==> src/rtl/regfile_scoreboard.sv <==
// Integer register file with same-cycle writeback bypass and a
// per-register pending scoreboard that stalls RAW/WAW hazards.
module regfile_scoreboard #(
  parameter int BUS_WIDTH  = 32,
  parameter int ADDR_WIDTH = 5
) (
  input  logic                  clk,
  input  logic                  rst,
  input  logic [ADDR_WIDTH-1:0] rs1_addr,
  input  logic [ADDR_WIDTH-1:0] rs2_addr,
  output logic [BUS_WIDTH-1:0]  rs1_data,
  output logic [BUS_WIDTH-1:0]  rs2_data,
  input  logic                  issue_en,
  input  logic                  rs1_use,
  input  logic                  rs2_use,
  input  logic                  rd_we,
  input  logic [ADDR_WIDTH-1:0] rd_addr,
  input  logic                  wb_en,
  input  logic [ADDR_WIDTH-1:0] wb_addr,
  input  logic [BUS_WIDTH-1:0]  wb_data,
  output logic                  stall,
  output logic [ADDR_WIDTH:0]   pending_cnt
);

  localparam int NUM_REGS = 2**ADDR_WIDTH;
  localparam int CW       = ADDR_WIDTH + 1;

  logic [BUS_WIDTH-1:0] regs_q [NUM_REGS];
  logic [NUM_REGS-1:0]  pend_q, pend_d;
  logic [NUM_REGS-1:0]  wb_dec, rd_dec, peff;
  logic [CW-1:0]        cnt_q, cnt_d;
  logic                 acc, inc, dec;

  always_comb begin
    wb_dec = '0;
    if (wb_en) wb_dec[wb_addr] = 1'b1;
  end

  // A writeback landing this cycle satisfies the hazard on that register
  assign peff  = pend_q & ~wb_dec;
  assign stall = ~rst & issue_en &
                 ((rs1_use & peff[rs1_addr]) |
                  (rs2_use & peff[rs2_addr]) |
                  (rd_we   & peff[rd_addr]));
  assign acc   = issue_en & ~stall & rd_we &
                 (rd_addr != '0);

  always_comb begin
    rd_dec = '0;
    if (acc) rd_dec[rd_addr] = 1'b1;
  end

  // Set wins over clear: the newer producer owns the register
  always_comb begin
    pend_d    = (pend_q & ~wb_dec) | rd_dec;
    pend_d[0] = 1'b0;
  end

  assign inc   = acc & ~pend_q[rd_addr];
  assign dec   = wb_en & (wb_addr != '0) &
                 pend_q[wb_addr] &
                 ~(acc & (rd_addr == wb_addr));
  assign cnt_d = cnt_q + CW'(inc) - CW'(dec);

  always_ff @(posedge clk or posedge rst) begin
    if (rst) begin
      pend_q <= '0;
      cnt_q  <= '0;
    end else begin
      pend_q <= pend_d;
      cnt_q  <= cnt_d;
    end
  end

  always_ff @(posedge clk or posedge rst) begin
    if (rst) begin
      for (int i = 0; i < NUM_REGS; i++)
        regs_q[i] <= '0;
    end else if (wb_en && wb_addr != '0) begin
      regs_q[wb_addr] <= wb_data;
    end
  end

  always_comb begin
    rs1_data = '0;
    if (!rst && rs1_addr != '0)
      rs1_data = (wb_en && wb_addr == rs1_addr) ?
                 wb_data : regs_q[rs1_addr];
  end

  always_comb begin
    rs2_data = '0;
    if (!rst && rs2_addr != '0)
      rs2_data = (wb_en && wb_addr == rs2_addr) ?
                 wb_data : regs_q[rs2_addr];
  end

  assign pending_cnt = cnt_q;

endmodule

==> config.mk <==
export PLATFORM = sky130hd
export DESIGN_NAME = regfile_scoreboard
export DESIGN_NICKNAME = d
export VERILOG_FILES = /design/src/rtl/regfile_scoreboard.sv
export SDC_FILE = /design/constraint.sdc
export NUM_CORES = 2
export LEC_CHECK = 0
export CORE_MARGIN = 2
export CORE_UTILIZATION = 55
export DETAILED_ROUTE_END_ITERATION = 6
export GPL_ROUTABILITY_DRIVEN = 0
export GPL_TIMING_DRIVEN = 1
export PLACE_DENSITY = 0.72
export REMOVE_ABC_BUFFERS = 1
export SKIP_CTS_REPAIR_TIMING = 1
export SYNTH_ARGS = -nofsm -noshare
export SYNTH_HDL_FRONTEND = slang
export SYNTH_SLANG_ARGS = --single-unit
==> constraint.sdc <==
create_clock -name clk -period 54.1 [get_ports clk]
set_clock_uncertainty 0.15 [all_clocks]
set_input_delay 8.115 -clock clk [delete_from_list [all_inputs] [get_ports clk]]
set_output_delay 8.115 -clock clk [all_outputs]
set_load 0.01 [all_outputs]
==> key figures <==
CTS
  • Clock Tree Buf Depth: 3
  • Clk_lat worst skew: around 0.70 ns
  • Root Buffer: clkbuf_16
  • Clock sinks: between 1000 and 1500
  • Num CTS Buffers: between 100 and 150
  • CTS tree: yes
  • H-tree lvl count: 3
  • Clock-pin slew of the registers on the worst-case setup and hold paths: ~0.06 ns

Route
  • Drt first-iter violations: 4437
  • Wirelength per Cell: about 32 um
  • Drt pass-1 iters: 6
  • Routed WL: about 180000 um
  • DRC: 0
  • DR vias: 40120
  • Via density per instance: ~7
  • Antenna Violating Nets Remaining: 0

Critical path
  • WS Path Type: in2out
  • Critical Path Sink Type: output port
  • Worst Path Required: about 46 ns
  • Worst path arrival time: approximately 13 ns
  • Crit path launch type: input pin
  • Worst Path Max Fanout: 57

Floorplanning
  • Die width: around 330 um
  • Initial core utilization: between 50 and 60%
  • Die Area: between 100000 and 150000 um2
  • Ports: 130
  • Core ar.: between 100000 and 150000 um2
  • FP Rows: between 100 and 150
  • Chip height: approximately 330 um

STA
  • Hold slack: 0.244 ns
  • RSZ-0062 raised after global routing: false
  • Hold Vio Cnt, Final: 0
  • Final number of max-transition violations: 0
  • Achievable Freq: around 0.047 GHz
  • Final worst-path setup slack: approximately 33 ns
  • Setup_tns: 0 ns
  • Max_slew headroom: 17.8%
  • Minimum clock period: between 20 and 25 ns
  • Final setup fails: 0
  • Tightest Pin Transition: 1.23 ns
  • Final period utilization: 39.2%

Run
  • Max cap viols: 0

Logic synthesis
  • Yosys warns: 0
  • Dominant synthesized flop cell: dfrtp_1
  • Sequential element share of the synthesized area: roughly 45%
  • Synth Instances: about 4300
  • Seq cells post-synth: roughly 1100
  • Mapped Area: a little under 60000 um2
  • Yosys top cell by area: dfrtp_1
  • EDFF count, synth: 0
  • FFs w/ async S/R, synth: between 90% and 100%
  • Syn_area_per_cell: approximately 14 um2
  • Proportion of netlist area held by the largest area contributor: around 45%
  • Synth cell types: 68
  • Area contributors post-synth: dfrtp_1 45%, mux2_2 20%, mux4_2 17%

GRT
  • Pin count of the biggest net entering global routing: between 150 and 200
  • First-pass GRT wire length: 268000 um
  • Gr ovfl total: 0
  • Vias in the first global route: 40329
  • Gr usage total: 33.0%
  • Initial antenna violation count: 3

Place
  • Hpwl dp: 98300 um
  • Port bufs: around 130
  • Pre-CTS WS: ~33 ns

Pwr
  • Pwr/cell area: approximately 37 nW/um2
  • Leak pwr: 27.8 nW
  • Maximum VDD drop: 29.0 uV
  • Clock power share: around a third
  • Register share of total power: a little over two fifths
  • Gate power share: a little over a fifth
  • Switching share of power: a little over a quarter
  • Pint: approximately 1.8 mW
  • P_sw: 0.661 mW

Finish
  • NumNets Final: 4197
  • Layout area overhead: 10.4%
  • Most frequent cells in the layout: 1061 x dfrtp_1, 1049 x mux2_2, 432 x mux4_2
  • Layout cells sized above 1: 43.5%
  • Fillers: 7924
  • Most common cell after layout, fill and taps aside: dfrtp_1
  • Fin util: roughly three fifths
  • Ant. Diodes: 0

Status
  • Run status: complete, no violations

Hold path
  • Min-Delay Path Class: reg2reg
## metrics by stage
| step | power, mW | cell area, um2 | cells |
|---|---|---|---|
| 6_report | 2.42 | 64900 | 5619 |
| 5_1_grt | 2.51 | 64900 | 5619 |
| 4_1_cts | 2.42 | 64900 | 5619 |
| 3_5_place_dp | 1.57 | 60800 | 5405 |
| 3_3_place_gp | 1.55 | 60800 | 5405 |
| 2_1_floorplan | 1.40 | 56700 | 3786 |
## layer usage
| metal | part of all wire, % | global-route usage, % |
|---|---|---|
| met5 | 0.012 | 0 |
| met4 | 4.5 | 14.0 |
| met3 | 9.6 | 6.96 |
| met2 | 45 | 49.8 |
| met1 | 40 | 46.9 |
## path summary, 6_finish.rpt
path                                          start                       end  slack, ns  depth (start not counted)
max                                     rs1_addr[0]               rs1_data[0]      32.89                         11
min                        regs_q[1010]$_DFFE_PP0P_  regs_q[1010]$_DFFE_PP0P_       0.24                          0
max reg2reg                     pend_q[6]$_DFF_PP0_  pending_cnt[4]$_DFF_PP0_      50.19                         15
min reg2reg                regs_q[1010]$_DFFE_PP0P_  regs_q[1010]$_DFFE_PP0P_       0.24                          0
max in group asynchronous                       rst   regs_q[272]$_DFFE_PP0P_      42.80                          5
min in group asynchronous                       rst       pend_q[2]$_DFF_PP0_       7.86                          2
## registers in the layout, summed over array words and instances, names as in the netlist
register and cells:
pend_q 31, pending_cnt 6, regs_q 1024
## logic make-up after synthesis
| family | after synthesis | share of synthesized area, % |
|---|---|---|
| AO/OA/AOI/OAI | 564 | 6.26 |
| XOR/XNOR | 20 | 0.298 |
| adder cells (fa/ha/maj) | 7 | 0.162 |
| buffers and inverters | 496 | 3.72 |
| flip-flops | 1061 | 45.2 |
| multiplexers | 1763 | 41.5 |
| AND/OR/NAND/NOR | 352 | 2.92 |
## critical path, stage by stage
cell and delay [ns]:
buf_8 0.39, buf_4 0.76, buf_4 0.83, buf_4 0.90, mux2i_1 0.17, a221oi_1 0.38
o21ai_0 0.16, nand3_1 0.16, nand3_1 0.10, a21oi_1 0.27, clkdlybuf4s50_1 0.58
## power by group through the flow
stage                     Combinational, mW  Sequential [mW]  Clock, mW
after global placement                0.493             1.06          0
final                                 0.510             1.06      0.847
after global routing                  0.546             1.08      0.886
after floorplan                       0.366             1.04          0
after detailed placement              0.506             1.07          0
after CTS                             0.509             1.05      0.853
## layout make-up
cell class / count / area (um2) / share of cell area, %
clock inverters: 39 / 558 / 0.860
clock buffers: 175 / 3530 / 5.44
repair buffers: 228 / 2080 / 3.21
well taps: 1391 / 1740 / 2.68
inverters: 19 / 82.6 / 0.127
flip-flops and latches: 1061 / 26600 / 40.9
multi-input cells: 2706 / 30300 / 46.8
## cells in the mapped netlist, types with 4 or more instances
cell type	n
o31ai_1	4
dfrtp_1	1061
a211oi_1	49
a21oi_1	121
buf_4	37
xor2_1	8
nand2_1	61
nor3_1	6
nor3b_1	4
and3_1	5
nand3_1	102
a22oi_1	70
buf_2	64
o211ai_1	8
clkbuf_1	317
a221oi_1	110
ha_1	6
nand2b_1	6
inv_1	19
nor2_1	120
mux2i_1	282
mux4_2	432
buf_6	14
nand4_1	8
a31oi_1	4
and4_1	4
xnor2_1	12
buf_1	45
mux2_2	1049
nor2b_1	4
o21ai_1	39
nor4_1	4
o21ai_0	134
(Power assumes the default switching activity.)
